## src/rtl/fifo_burst_reader_pkg.sv

```systemverilog
// Shared definitions for the FIFO burst reader: FSM encoding and output-buffer depth.
package rtlinf_reader_pkg;

    localparam logic [1:0] ST_IDLE_ENC  = 2'd0;
    localparam logic [1:0] ST_RUN_ENC   = 2'd1;
    localparam logic [1:0] ST_DRAIN_ENC = 2'd2;
    localparam logic [1:0] ST_DONE_ENC  = 2'd3;

    localparam int unsigned OBUF_DEPTH = 2;

    typedef enum logic [1:0] {
        ST_IDLE  = ST_IDLE_ENC,
        ST_RUN   = ST_RUN_ENC,
        ST_DRAIN = ST_DRAIN_ENC,
        ST_DONE  = ST_DONE_ENC
    } state_e;

endpackage

```

## src/rtl/fifo_burst_reader_if.sv

```systemverilog
// Command, FIFO read-side and output-stream signals of the burst reader.
interface fifo_burst_reader_if #(
    parameter int DATA_WIDTH = 8,
    parameter int LEN_WIDTH  = 16
);
    logic                  cmd_valid;
    logic [LEN_WIDTH-1:0]  cmd_len;
    logic                  cmd_ready;
    logic [DATA_WIDTH-1:0] fifo_data;
    logic                  fifo_empty;
    logic                  fifo_next_read;
    logic [DATA_WIDTH-1:0] m_data;
    logic                  m_valid;
    logic                  m_last;
    logic                  m_ready;
    logic                  done;
    logic                  busy;

    modport slave (
        input  cmd_valid, cmd_len, fifo_data, fifo_empty, m_ready,
        output cmd_ready, fifo_next_read, m_data, m_valid, m_last, done, busy
    );

    modport master (
        output cmd_valid, cmd_len, fifo_data, fifo_empty, m_ready,
        input  cmd_ready, fifo_next_read, m_data, m_valid, m_last, done, busy
    );
endinterface

```

## src/rtl/fifo_burst_reader_stream_out_buffer.sv

```systemverilog
// Two-entry in-order {data, last} buffer; entry 0 is always the head so outputs come straight from flops.
module stream_out_buffer
    import rtlinf_reader_pkg::*;
#(
    parameter int DATA_WIDTH = 8
) (
    input  logic                  clk,
    input  logic                  rst_n,
    input  logic                  i_push,
    input  logic [DATA_WIDTH-1:0] i_push_data,
    input  logic                  i_push_last,
    input  logic                  i_pop,
    output logic [1:0]            o_count,
    output logic                  o_valid,
    output logic [DATA_WIDTH-1:0] o_head_data,
    output logic                  o_head_last
);

    localparam logic [1:0] CNT_FULL = OBUF_DEPTH[1:0];

    logic [DATA_WIDTH-1:0] r_data0, r_data1, w_data0, w_data1;
    logic                  r_last0, r_last1, w_last0, w_last1;
    logic [1:0]            r_count, w_count;
    logic                  w_pop;

    assign w_pop       = i_pop && (r_count != 2'd0);
    assign o_count     = r_count;
    assign o_valid     = (r_count != 2'd0);
    assign o_head_data = r_data0;
    assign o_head_last = r_last0;

    // Next buffer contents: retire the head first, then append at the first free slot.
    always_comb begin
        w_data0 = r_data0;
        w_last0 = r_last0;
        w_data1 = r_data1;
        w_last1 = r_last1;
        w_count = r_count;
        if (w_pop) begin
            w_data0 = r_data1;
            w_last0 = r_last1;
            w_data1 = {DATA_WIDTH{1'b0}};
            w_last1 = 1'b0;
            w_count = r_count - 2'd1;
        end else begin
            w_count = r_count;
        end
        if (i_push && (w_count < CNT_FULL)) begin
            if (w_count == 2'd0) begin
                w_data0 = i_push_data;
                w_last0 = i_push_last;
            end else begin
                w_data1 = i_push_data;
                w_last1 = i_push_last;
            end
            w_count = w_count + 2'd1;
        end else begin
            w_count = w_count;
        end
    end

    // Buffer storage registers.
    always_ff @(posedge clk or negedge rst_n) begin
        if (!rst_n) begin
            r_data0 <= {DATA_WIDTH{1'b0}};
            r_data1 <= {DATA_WIDTH{1'b0}};
            r_last0 <= 1'b0;
            r_last1 <= 1'b0;
            r_count <= 2'd0;
        end else begin
            r_data0 <= w_data0;
            r_data1 <= w_data1;
            r_last0 <= w_last0;
            r_last1 <= w_last1;
            r_count <= w_count;
        end
    end

endmodule

```

## src/rtl/fifo_burst_reader.sv

```systemverilog
// Pops a commanded number of FIFO entries and replays them on a registered valid/ready stream.
module fifo_burst_reader
    import rtlinf_reader_pkg::*;
#(
    parameter int DATA_WIDTH = 8,
    parameter int LEN_WIDTH  = 16
) (
    input  logic                clk,
    input  logic                rst,
    fifo_burst_reader_if.slave  bus
);

    localparam logic [LEN_WIDTH-1:0] LEN_ZERO = {LEN_WIDTH{1'b0}};
    localparam logic [LEN_WIDTH-1:0] LEN_ONE  = {{(LEN_WIDTH-1){1'b0}}, 1'b1};
    localparam logic [1:0]           CNT_FULL = OBUF_DEPTH[1:0];

    state_e                r_state, w_state_nxt;
    logic [LEN_WIDTH-1:0]  r_remaining, w_remaining_nxt;
    logic [1:0]            w_buf_count;
    logic                  w_buf_valid;
    logic [DATA_WIDTH-1:0] w_head_data;
    logic                  w_head_last;
    logic                  w_pop_fifo;
    logic                  w_beat_out;

    // Pop only from registered state and the empty flag, never from m_ready.
    assign w_pop_fifo = (r_state == ST_RUN) && !bus.fifo_empty && (w_buf_count < CNT_FULL);
    assign w_beat_out = w_buf_valid && bus.m_ready;

    assign bus.fifo_next_read = w_pop_fifo;
    assign bus.cmd_ready      = (r_state == ST_IDLE);
    assign bus.busy           = (r_state != ST_IDLE);
    assign bus.done           = (r_state == ST_DONE);
    assign bus.m_valid        = w_buf_valid;
    assign bus.m_data         = w_head_data;
    assign bus.m_last         = w_head_last;

    stream_out_buffer #(
        .DATA_WIDTH (DATA_WIDTH)
    ) u_obuf (
        .clk         (clk),
        .rst_n       (rst),
        .i_push      (w_pop_fifo),
        .i_push_data (bus.fifo_data),
        .i_push_last (r_remaining == LEN_ONE),
        .i_pop       (w_beat_out),
        .o_count     (w_buf_count),
        .o_valid     (w_buf_valid),
        .o_head_data (w_head_data),
        .o_head_last (w_head_last)
    );

    // Next-state and beat-counter logic.
    always_comb begin
        w_state_nxt     = r_state;
        w_remaining_nxt = r_remaining;
        case (r_state)
            ST_IDLE: begin
                if (bus.cmd_valid) begin
                    w_remaining_nxt = bus.cmd_len;
                    w_state_nxt     = (bus.cmd_len == LEN_ZERO) ? ST_DONE : ST_RUN;
                end else begin
                    w_state_nxt = ST_IDLE;
                end
            end
            ST_RUN: begin
                // remaining is at least one here, so the decrement cannot wrap.
                if (w_pop_fifo) begin
                    w_remaining_nxt = r_remaining - LEN_ONE;
                    w_state_nxt     = (r_remaining == LEN_ONE) ? ST_DRAIN : ST_RUN;
                end else begin
                    w_state_nxt = ST_RUN;
                end
            end
            ST_DRAIN: begin
                if (w_beat_out && w_head_last) begin
                    w_state_nxt = ST_DONE;
                end else begin
                    w_state_nxt = ST_DRAIN;
                end
            end
            ST_DONE: begin
                w_state_nxt = ST_IDLE;
            end
            default: begin
                w_state_nxt     = ST_IDLE;
                w_remaining_nxt = LEN_ZERO;
            end
        endcase
    end

    // State and beat-counter registers.
    always_ff @(posedge clk or negedge rst) begin
        if (!rst) begin
            r_state     <= ST_IDLE;
            r_remaining <= LEN_ZERO;
        end else begin
            r_state     <= w_state_nxt;
            r_remaining <= w_remaining_nxt;
        end
    end

endmodule

```

## src/flat_wrapper.sv

```systemverilog
// flat-port wrapper written by rule: the top's interface ports become plain ports
module fifo_burst_reader_flat import rtlinf_reader_pkg::*;
#(
    parameter int DATA_WIDTH = 8,
    parameter int LEN_WIDTH  = 16
)
  (clk, rst, bus_cmd_valid, bus_cmd_len, bus_fifo_data, bus_fifo_empty, bus_m_ready, bus_cmd_ready, bus_fifo_next_read, bus_m_data, bus_m_valid, bus_m_last, bus_done, bus_busy);
  fifo_burst_reader_if #(.DATA_WIDTH(DATA_WIDTH), .LEN_WIDTH(LEN_WIDTH)) bus_i ();
  input  logic clk;
  input  logic rst;
  input wire logic [$bits(bus_i.cmd_valid)-1:0] bus_cmd_valid;
  input wire logic [$bits(bus_i.cmd_len)-1:0] bus_cmd_len;
  input wire logic [$bits(bus_i.fifo_data)-1:0] bus_fifo_data;
  input wire logic [$bits(bus_i.fifo_empty)-1:0] bus_fifo_empty;
  input wire logic [$bits(bus_i.m_ready)-1:0] bus_m_ready;
  output wire logic [$bits(bus_i.cmd_ready)-1:0] bus_cmd_ready;
  output wire logic [$bits(bus_i.fifo_next_read)-1:0] bus_fifo_next_read;
  output wire logic [$bits(bus_i.m_data)-1:0] bus_m_data;
  output wire logic [$bits(bus_i.m_valid)-1:0] bus_m_valid;
  output wire logic [$bits(bus_i.m_last)-1:0] bus_m_last;
  output wire logic [$bits(bus_i.done)-1:0] bus_done;
  output wire logic [$bits(bus_i.busy)-1:0] bus_busy;
  assign bus_i.cmd_valid = bus_cmd_valid;
  assign bus_i.cmd_len = bus_cmd_len;
  assign bus_i.fifo_data = bus_fifo_data;
  assign bus_i.fifo_empty = bus_fifo_empty;
  assign bus_i.m_ready = bus_m_ready;
  assign bus_cmd_ready = bus_i.cmd_ready;
  assign bus_fifo_next_read = bus_i.fifo_next_read;
  assign bus_m_data = bus_i.m_data;
  assign bus_m_valid = bus_i.m_valid;
  assign bus_m_last = bus_i.m_last;
  assign bus_done = bus_i.done;
  assign bus_busy = bus_i.busy;
  fifo_burst_reader #(.DATA_WIDTH(DATA_WIDTH), .LEN_WIDTH(LEN_WIDTH)) u_core (.clk(clk), .rst(rst), .bus(bus_i));
endmodule
```

## config.mk

```make
export PLATFORM = sky130hd
export DESIGN_NAME = fifo_burst_reader_flat
export DESIGN_NICKNAME = d
export VERILOG_FILES = /design/src/rtl/fifo_burst_reader_pkg.sv /design/src/rtl/fifo_burst_reader_if.sv /design/src/rtl/fifo_burst_reader_stream_out_buffer.sv /design/src/rtl/fifo_burst_reader.sv /design/src/flat_wrapper.sv
export SDC_FILE = /design/constraint.sdc
export NUM_CORES = 1
export LEC_CHECK = 0
export ABC_AREA = 1
export BUFFER_PORTS_ARGS = -buffer_cell sky130_fd_sc_hd__buf_2
export CORE_ASPECT_RATIO = 0.6
export CORE_MARGIN = 8
export CORE_UTILIZATION = 35
export DETAILED_ROUTE_END_ITERATION = 10
export PLACE_DENSITY = 0.59
export SKIP_CTS_REPAIR_TIMING = 1
export SLEW_MARGIN = 20
export SYNTH_ARGS = -nofsm -noshare
export SYNTH_HDL_FRONTEND = slang
export SYNTH_HIERARCHICAL = 1
export SYNTH_SLANG_ARGS = --single-unit
```

## constraint.sdc

```tcl
create_clock -name clk -period 4.1 [get_ports clk]
set_input_delay 0.41 -clock clk [delete_from_list [all_inputs] [get_ports clk]]
set_output_delay 0.41 -clock clk [all_outputs]
set_load 0.05 [all_outputs]
```

==> results of run 1 <==
==> area by class of cell <==
class / count / area (µm²) / area share, %
Multi-Input combinational cell: 297 / 1380 / 45.3
Sequential cell: 38 / 951 / 31.3
Clock inverter: 2 / 60.1 / 1.98
Clock buffer: 6 / 139 / 4.57
Timing Repair Buffer: 42 / 210 / 6.92
Tap cell: 104 / 130 / 4.29
Inverter: 45 / 171 / 5.64
==> sequential cells by signal, summed over array words and instances (netlist names) <==
register                   count
u_core/r_remaining            16
u_core/u_obuf/o_head_data      8
u_core/u_obuf/r_data1          8
u_core/r_state                 2
u_core/u_obuf/o_count          2
u_core/u_obuf/o_head_last      1
u_core/u_obuf/r_last1          1
==> metal layers <==
| metal | vias to the layer above | part of all wire [%] |
|---|---|---|
| li1 | 1312 | - |
| met1 | 1121 | 54 |
| met2 | 69 | 39 |
| met3 | 6 | 5.4 |
| met4 | 0 | 1.0 |
| met5 | - | 0 |
==> metrics by stage <==
| stage | setup WS, ns | instances |
|---|---|---|
| after floorplan | 1.93 | 394 |
| after global placement | 1.40 | 526 |
| after detailed placement | 1.30 | 526 |
| after CTS | 1.29 | 534 |
| after global routing | 0.948 | 534 |
| final | 1.26 | 534 |
==> cell families (layout without fill, tap and decap cells) <==
| family | after synthesis | in the layout | share of synthesized area (%) |
|---|---|---|---|
| and+or+nand+nor | 266 | 266 | 43.9 |
| DFF | 38 | 38 | 36.3 |
| adders and majority gates | 4 | 4 | 1.91 |
| AOI/OAI and AO/OA | 27 | 27 | 6.68 |
| buffers and inverters | 59 | 95 | 11.3 |
==> cell usage in the layout, fill, tap and decap left out <==
cell type  Yosys  final
nand2_1      163    163
buf_2          3     42
nand3_1       42     42
inv_1         38     38
dfrtp_1       38     38
nor2_1        30     30
o21ai_0       13     13
nand4_1       12     12
a21oi_2        7      7
clkbuf_16      0      5
nand2_2        5      5
inv_2          5      5
ha_1           4      4
nor2_2         3      3
nor3_1         3      3
a21oi_1        3      3
nand3_2        3      3
bufinv_16      0      2
o21ai_1        2      2
clkbuf_8       0      1
inv_4          1      1
nand2_4        1      1
or2_2          1      1
nor4b_1        1      1
o21ai_4        1      1
nor2_4         1      1
o211ai_1       1      1
nand3b_1       1      1
clkinv_1       1      1
==> report_power, final <==
part           switching [mW]  internal [mW]
Sequential              0.130          0.514
Combinational           0.768          0.298
Clock                   0.154          0.365
Total                    1.05           1.18
==> worst paths after layout <==
path | cells past startpoint | slack, ns | from | endpoint
worst min-delay path | 1 | 0.26 | rst | u_core/r_remaining[7]$_DFFE_PN0P_
max in group asynchronous | 1 | 3.30 | rst | u_core/r_remaining[12]$_DFFE_PN0P_
min in group clk | 3 | 0.40 | bus_fifo_data[6] | u_core/u_obuf/o_head_data[6]$_DFF_PN0_
worst max-delay path | 14 | 1.26 | u_core/u_obuf/o_count[0]$_DFF_PN0_ | u_core/u_obuf/r_data1[2]$_DFF_PN0_
worst max register to register | 14 | 1.26 | u_core/u_obuf/o_count[0]$_DFF_PN0_ | u_core/u_obuf/r_data1[2]$_DFF_PN0_
worst min register to register | 2 | 0.53 | u_core/r_remaining[4]$_DFFE_PN0P_ | u_core/r_remaining[4]$_DFFE_PN0P_
==> flow_summary.json, run 1 <==
{
  "p_leak_nw": 1.70,
  "grt_remaining_overflow": 0,
  "drv_cap": 0,
  "num_io_pins": 43,
  "vdd_drop_max_mv": 0.272,
  "cp_top_family": "simple AND/OR/NAND/NOR gates",
  "ys_ff_latch": 38,
  "area_delta_synth_final_pct": 15.8,
  "die-area_um2": 10600,
  "postPlaceCellArea_um2": 2840,
  "period_needed_ns": 2.84,
  "clockRootBuffer": "clkbuf_16",
  "critPathRequiredTime_ns": 4.27,
  "fin_util_pct": 41.8,
  "powerDensity_nw_per_um2": 734,
  "design_area_um2": 3040,
  "nets": 462,
  "grtUsageMet3_pct": 3.44,
  "start_kind": "flip-flop",
  "cts_tree": "built",
  "finalPower_mw": 2.23,
  "met2_usage_pct": 18.9,
  "synth_area_leaders": "dfrtp_1 36%, nand2_1 23%, nand3_1 8.0%, inv_1 5.4%, nor2_1 4.3%",
  "dp_hpwl_mm": 5.29,
  "fillers": 778,
  "antenna_found_initial": 0,
  "grt_pass1_wl_mm": 12.2,
  "synth-edff-count": 0,
  "worstMarginPinSlew_ns": 0.881,
  "slew_violations": 0,
  "syn_nets": 427,
  "core_area_um2": 7270,
  "drt_first_pass_iters": 5,
  "rsz0062_at_grt": "no",
  "status": "complete, no violations",
  "setup_viol": 0,
  "cts_buffer_depth": 2,
  "die_h_um": 83.0,
  "grtUsageMet1_pct": 21.3,
  "via_count": 2508,
  "initial_utilization_pct": 36.1,
  "cp-end-kind": "flip-flop",
  "synthMostInstantiatedCell": "nand2_1",
  "slowest_delay_ns": 0.44,
  "crit_chain": "inv_1 > ha_1 > inv_2 > nand2_1 > inv_1 > nand2_2 > nand2_1 > nand2_2 > ha_1 > clkinv_1 > nand2_1 > nand2_1 > nand2_1 > nand2_1",
  "num_rows": 24,
  "cp_common_cell": "nand2_1",
  "synthDistinctLibCells": 29,
  "crit_fanout": 30,
  "fin_skew_ns": 0.00527,
  "clk_pin_slew_ns": 0.06,
  "diodes": 0,
  "drive_gt1_share_pct": 18.1,
  "gp_congestion": 0.850,
  "grt_max_degree": 39,
  "yosysSeqAreaShare_pct": 36.3,
  "worstHoldPathType": "in2async",
  "ctsHtreeMaxLevel": 2,
  "viasPerCell": 4.70,
  "clkLatencyLatePin_ns": 0.28,
  "grt_busiest_layer": "met1",
  "synth_top_cell_by_area": "dfrtp_1",
  "relSlewSlack_pct": 41.3,
  "cts_buffers": 5,
  "wl_mm": 7.05,
  "worstPathArrival_ns": 3.01,
  "async_reset_ff_share_pct": 100,
  "syn-cell-area_um2": 2620,
  "synth_cells": 394,
  "crit_type": "reg2reg",
  "synthTopCellsByCount": "163 x nand2_1, 42 x nand3_1, 38 x dfrtp_1, 38 x inv_1, 30 x nor2_1",
  "synth_ff_type": "dfrtp_1",
  "drtIter0Drc": 177,
  "ant_nets": 0,
  "grt_pass1_vias": 2436,
  "hold_viol_final": 0,
  "dieWidth_um": 128,
  "wire_per_inst_um": 13.2,
  "clock-sinks": 38,
  "fmax_mhz": 352,
  "synth.avg_cell_area_um2": 6.65,
  "yosys.area.top_type_share_pct": 36.3,
  "remaining_drc_errors": 0,
  "fin_setup_tns_ns": 0,
  "timing.final.crit_share_pct": 69.3,
  "grt_usage_pct": 14.1,
  "holdWs_ns": 0.256,
  "crit_buf_inv": 4,
  "yosysWarnings": 6,
  "cp_slowest_cell": "ha_1",
  "portBuffers": 42
}
Note: power is estimated with default switching activity, not from simulation.
==> inputs of run 2 (changes only) <==
Clock period 4.1 ns to 2.8 ns, I/O delays scaled along.
==> run 2 against run 1 <==
Net effect: die area unchanged; clock power is 10% higher; highest routed layer unchanged; clock skew up 0.00063 ns; worst hold slack got worse by 0.12 ns; critical endpoint is now u_core/u_obuf/r_data1[5]$_DFF_PN0_; setup slack got worse by 0.63 ns; register-to-register slack got worse by 0.63 ns; final area fell by 0.95%; wire length grew 2.9%; power rose by 40%; fmax rose by 31%.
==> flow_summary.json, run 2 (same netlist as run 1, synthesis figures left out) <==
{
  "drtIter0Drc": 252,
  "clkPwrFrac_pct": 18.3,
  "design_area_um2": 3010,
  "cp_common_cell": "nand2_1",
  "relSlewSlack_pct": 39.0,
  "drt_first_pass_iters": 4,
  "nets": 465,
  "grt_pass1_wl_mm": 12.4,
  "crit_type": "reg2reg",
  "cts_buffers": 5,
  "reg2reg_depth": 14,
  "dieWidth_um": 128,
  "grt_max_degree": 39,
  "core_area_um2": 7270,
  "portBuffers": 42,
  "rsz0062_at_grt": "no",
  "fillers": 799,
  "antenna_found_initial": 0,
  "p_comb_share_pct": 51.4,
  "grt_usage_pct": 14.4,
  "ant_nets": 0,
  "drive_gt1_share_pct": 18.5,
  "r2r_slack_ns": 0.63,
  "worstMarginPinSlew_ns": 0.915,
  "fin_skew_ns": 0.00590,
  "wire_per_inst_um": 13.5,
  "die_h_um": 83.0,
  "critPathRequiredTime_ns": 2.97,
  "ctsHtreeMaxLevel": 2,
  "crit_buf_inv": 4,
  "dp_hpwl_mm": 5.41,
  "slew_violations": 0,
  "drv_cap": 0,
  "p_leak_nw": 1.69,
  "start_kind": "flip-flop",
  "cp_top_family": "simple AND/OR/NAND/NOR gates",
  "worstHoldPathType": "in2async",
  "clk_pin_slew_ns": 0.06,
  "intPower_mw": 1.56,
  "postPlaceCellArea_um2": 2860,
  "hold_viol_final": 0,
  "p_sw_mw": 1.56,
  "clock-sinks": 38,
  "clockRootBuffer": "clkbuf_16",
  "layout_commonest_cell": "nand2_1",
  "layout_common_cells": "163 x nand2_1, 42 x buf_2, 42 x nand3_1",
  "worst-path-stages": 14,
  "pwr-share-seq_pct": 30.3,
  "area_delta_synth_final_pct": 14.7,
  "crit_fanout": 13,
  "setup_viol": 0,
  "via_count": 2562,
  "fmax_mhz": 460,
  "cts_buffer_depth": 2,
  "die-area_um2": 10600,
  "num_rows": 24,
  "clkLatencyLatePin_ns": 0.28,
  "sw_frac_of_total_pct": 50.0,
  "vdd_drop_max_mv": 0.384,
  "gp_congestion": 0.844,
  "largest_register_ff_count": 16,
  "period_needed_ns": 2.17,
  "fin_setup_tns_ns": 0,
  "initial_utilization_pct": 36.1,
  "wl_mm": 7.25,
  "powerDensity_nw_per_um2": 1040,
  "cp-end-kind": "flip-flop",
  "cts_tree": "built",
  "timing.final.crit_share_pct": 77.7,
  "status": "complete, no violations",
  "crit_chain": "inv_1 > ha_1 > inv_2 > nand2_1 > inv_1 > nand2_2 > nand2_1 > nand2_2 > ha_1 > clkinv_1 > nand2_1 > nand2_1 > nand2_1 > nand2_1",
  "regMostFlops": "u_core/r_remaining",
  "grt_remaining_overflow": 0,
  "slowest_delay_ns": 0.38,
  "diodes": 0,
  "grt_pass1_vias": 2503,
  "cp_slowest_cell": "dfrtp_1",
  "worstPathArrival_ns": 2.34,
  "crit_start": "u_core/u_obuf/o_count[0]$_DFF_PN0_",
  "r2r-start": "u_core/u_obuf/o_count[0]$_DFF_PN0_",
  "num_io_pins": 43,
  "viasPerCell": 4.77,
  "remaining_drc_errors": 0
}
## run 2: changes by cell type in the layout (fill, tap and decap cells not counted)
cell,previous run,this run
clkbuf_1,0,1
buf_4,0,3
clkinv_2,0,1
bufinv_16,2,0
## run 2: final timing paths
path	endpoint
min in group clk	u_core/u_obuf/o_head_data[1]$_DFF_PN0_
max	u_core/u_obuf/r_data1[5]$_DFF_PN0_
max reg2reg	u_core/u_obuf/r_data1[5]$_DFF_PN0_
max in group asynchronous	u_core/r_remaining[11]$_DFFE_PN0P_
min reg2reg	u_core/r_remaining[4]$_DFFE_PN0P_
min	u_core/r_remaining[5]$_DFFE_PN0P_
## run 2: per-layer routing
metal	vias to the layer above	wire, µm	global-route usage [%]
li1	1317	-	-
met1	1170	3910	21.8
met2	73	2820	19.5
met3	2	476	3.38
met4	0	47	3.43
met5	-	0	0
## run 2: cell type report
cell class / count / area, µm² / area share [%]
multi-input combinational: 297 / 1380 / 45.7
sequential: 38 / 951 / 31.6
timing repair buffer: 45 / 233 / 7.74
inverter: 45 / 171 / 5.70
clock buffer: 7 / 143 / 4.74
tap: 104 / 130 / 4.33
clock inverter: 1 / 5.00 / 0.166
## run 2: metrics by stage
stage	hold slack, ns	util [%]	power, mW	setup slack, ns	std cells
6_report	0.132	41.4	3.13	0.625	537
5_1_grt	0.217	41.4	3.41	0.403	537
4_1_cts	0.174	41.4	3.14	0.677	537
3_5_place_dp	0.477	39.4	2.54	0.707	529
3_3_place_gp	0.469	39.4	2.51	0.830	529
2_1_floorplan	-0.0156	-	2.23	0.634	394
## run 2: power by group through the flow
stage	logic [mW]	clock network [mW]	registers [mW]
2_1_floorplan	1.21	0	1.02
3_3_place_gp	1.56	0	0.947
3_5_place_dp	1.60	0	0.947
4_1_cts	1.60	0.595	0.941
5_1_grt	1.81	0.623	0.974
6_report	1.61	0.572	0.947
==> inputs of run 3 (changes only) <==
Settings changed: PLACE_DENSITY 0.59 to 0.61.
Clock period 2.8 ns to 2 ns, I/O delays scaled along.
==> run 3 against run 2 <==
Net effect: sequential power up 38%; die area unchanged; sequential share of layout area down 0.98 points; non-clock buffer count up 8; flip-flop and latch count is the same; clock power grew 40%; setup slack worse by 0.45 ns; combinational power is 51% higher.
==> flow_summary.json, run 3 (same netlist as run 1, synthesis figures left out) <==
{
  "intPower_mw": 2.29,
  "fin_skew_ns": 0.00616,
  "cp_slowest_cell": "dfrtp_1",
  "timing.final.crit_share_pct": 91.3,
  "setup_viol": 0,
  "clockRootBuffer": "clkbuf_16",
  "fillers": 777,
  "wire_per_inst_um": 13.2,
  "drt_first_pass_iters": 5,
  "pwr-share-seq_pct": 28.9,
  "slew_violations": 0,
  "slowest_delay_ns": 0.38,
  "via_count": 2570,
  "vdd_drop_max_mv": 0.429,
  "dp_hpwl_mm": 5.45,
  "worstHoldPathType": "in2reg",
  "antenna_found_initial": 0,
  "drive_gt1_share_pct": 20.4,
  "crit_fanout": 10,
  "sw_frac_of_total_pct": 49.5,
  "core_area_um2": 7270,
  "whs_path_depth": 3,
  "crit_chain": "inv_1 > ha_1 > inv_4 > nand2_1 > inv_2 > nand2_2 > nand2_1 > nand2_2 > buf_4 > nand3_4 > nand2_1 > nand2_1",
  "status": "complete, no violations",
  "grt_pass1_vias": 2447,
  "reg2reg_depth": 12,
  "grtUsageMet3_pct": 2.49,
  "portBuffers": 42,
  "hold_viol_final": 0,
  "finalPower_mw": 4.54,
  "initial_utilization_pct": 36.1,
  "met2_usage_pct": 19.4,
  "diodes": 0,
  "grt_remaining_overflow": 0,
  "num_rows": 24,
  "area_delta_synth_final_pct": 18.4,
  "powerDensity_nw_per_um2": 1460,
  "p_leak_nw": 1.73,
  "clkLatencyLatePin_ns": 0.28,
  "die-area_um2": 10600,
  "nets": 473,
  "critPathRequiredTime_ns": 2.16,
  "clkPwrFrac_pct": 17.7,
  "relSlewSlack_pct": 67.2,
  "regMostFlops": "u_core/r_remaining",
  "remaining_drc_errors": 0,
  "rsz0062_at_grt": "no",
  "fin_setup_tns_ns": 0,
  "worstMarginPinSlew_ns": 0.493,
  "cts_buffers": 5,
  "layout_common_cells": "163 x nand2_1, 42 x buf_2, 42 x nand3_1",
  "viasPerCell": 4.72,
  "period_needed_ns": 1.83,
  "cp-end-kind": "flip-flop",
  "p_comb_share_pct": 53.4,
  "num_io_pins": 43,
  "dieWidth_um": 128,
  "grt_usage_pct": 13.9,
  "worstPathArrival_ns": 1.98,
  "drv_cap": 0,
  "ctsHtreeMaxLevel": 2,
  "drtIter0Drc": 148,
  "die_h_um": 83.0,
  "wl_mm": 7.18,
  "cts_buffer_depth": 2,
  "clk_pin_slew_ns": 0.06,
  "grt_pass1_wl_mm": 12.1,
  "cp_common_cell": "nand2_1",
  "cts_tree": "built",
  "ant_nets": 0,
  "grt_max_degree": 29,
  "clock-sinks": 38,
  "layout_commonest_cell": "nand2_1",
  "p_sw_mw": 2.25,
  "largest_register_ff_count": 16,
  "crit_type": "reg2reg",
  "grt_busiest_layer": "met1",
  "fmax_mhz": 548,
  "start_kind": "flip-flop",
  "gp_congestion": 0.837,
  "grtUsageMet1_pct": 20.9
}
run 3: worst max-delay path: cells and delay by family (launching register included):
| kind | cells | cell delay, ns |
|---|---|---|
| adder cells (fa/ha/maj) | 1 | 0.19 |
| buffers and inverters | 4 | 0.39 |
| flip-flops | 1 | 0.38 |
| AND/OR/NAND/NOR | 7 | 0.73 |
run 3: path summary, 6_finish.rpt:
check                                                   startpoint                                      to  slack [ns]
worst min register to register  u_core/u_obuf/r_data1[7]$_DFF_PN0_      u_core/u_obuf/r_data1[7]$_DFF_PN0_        0.53
max in group asynchronous                                      rst      u_core/r_remaining[12]$_DFFE_PN0P_        1.04
min in group asynchronous                                      rst       u_core/r_remaining[5]$_DFFE_PN0P_        0.41
worst max-delay path            u_core/u_obuf/o_count[0]$_DFF_PN0_  u_core/u_obuf/o_head_data[0]$_DFF_PN0_        0.17
worst min-delay path                              bus_fifo_data[2]  u_core/u_obuf/o_head_data[2]$_DFF_PN0_        0.18
worst max register to register  u_core/u_obuf/o_count[0]$_DFF_PN0_  u_core/u_obuf/o_head_data[0]$_DFF_PN0_        0.17
run 3: final cells by class:
type | instances | area (µm²) | area share [%]
timing repair buffer | 53 | 299 | 9.63
tap | 104 | 130 | 4.19
multi-input combinational | 297 | 1400 | 45.1
clock buffer | 7 | 143 | 4.59
sequential | 38 | 951 | 30.6
inverter | 45 | 176 | 5.68
clock inverter | 1 | 5.00 | 0.161
run 3: power by group through the flow:
| stage | combinational [mW] | clock [mW] | sequential, mW |
|---|---|---|---|
| finish | 2.43 | 0.803 | 1.31 |
| global route | 2.73 | 0.854 | 1.36 |
| CTS | 2.33 | 0.823 | 1.30 |
| detailed placement | 2.33 | 0 | 1.31 |
| global placement | 2.29 | 0 | 1.31 |
| floorplan | 1.71 | 0 | 1.43 |
run 3: metrics by stage:
step                hold slack (ns)  util (%)  area, µm²  setup WS [ns]  cells
finish                        0.183      42.7       3100          0.174    545
global route                  0.188      42.7       3100         0.0166    545
CTS                         -0.0988      42.2       3060          0.139    544
detailed placement            0.201      40.1       2920          0.148    536
global placement              0.197      40.1       2920          0.230    536
floorplan                   -0.0956         -       2630        0.00813    394
run 3: routing by layer:
| metal | vias up | part of all wire, % |
|---|---|---|
| met1 | 1153 | 52 |
| met5 | - | 0 |
| met2 | 73 | 40 |
| met3 | 6 | 6.3 |
| met4 | 0 | 1.1 |
| li1 | 1338 | - |
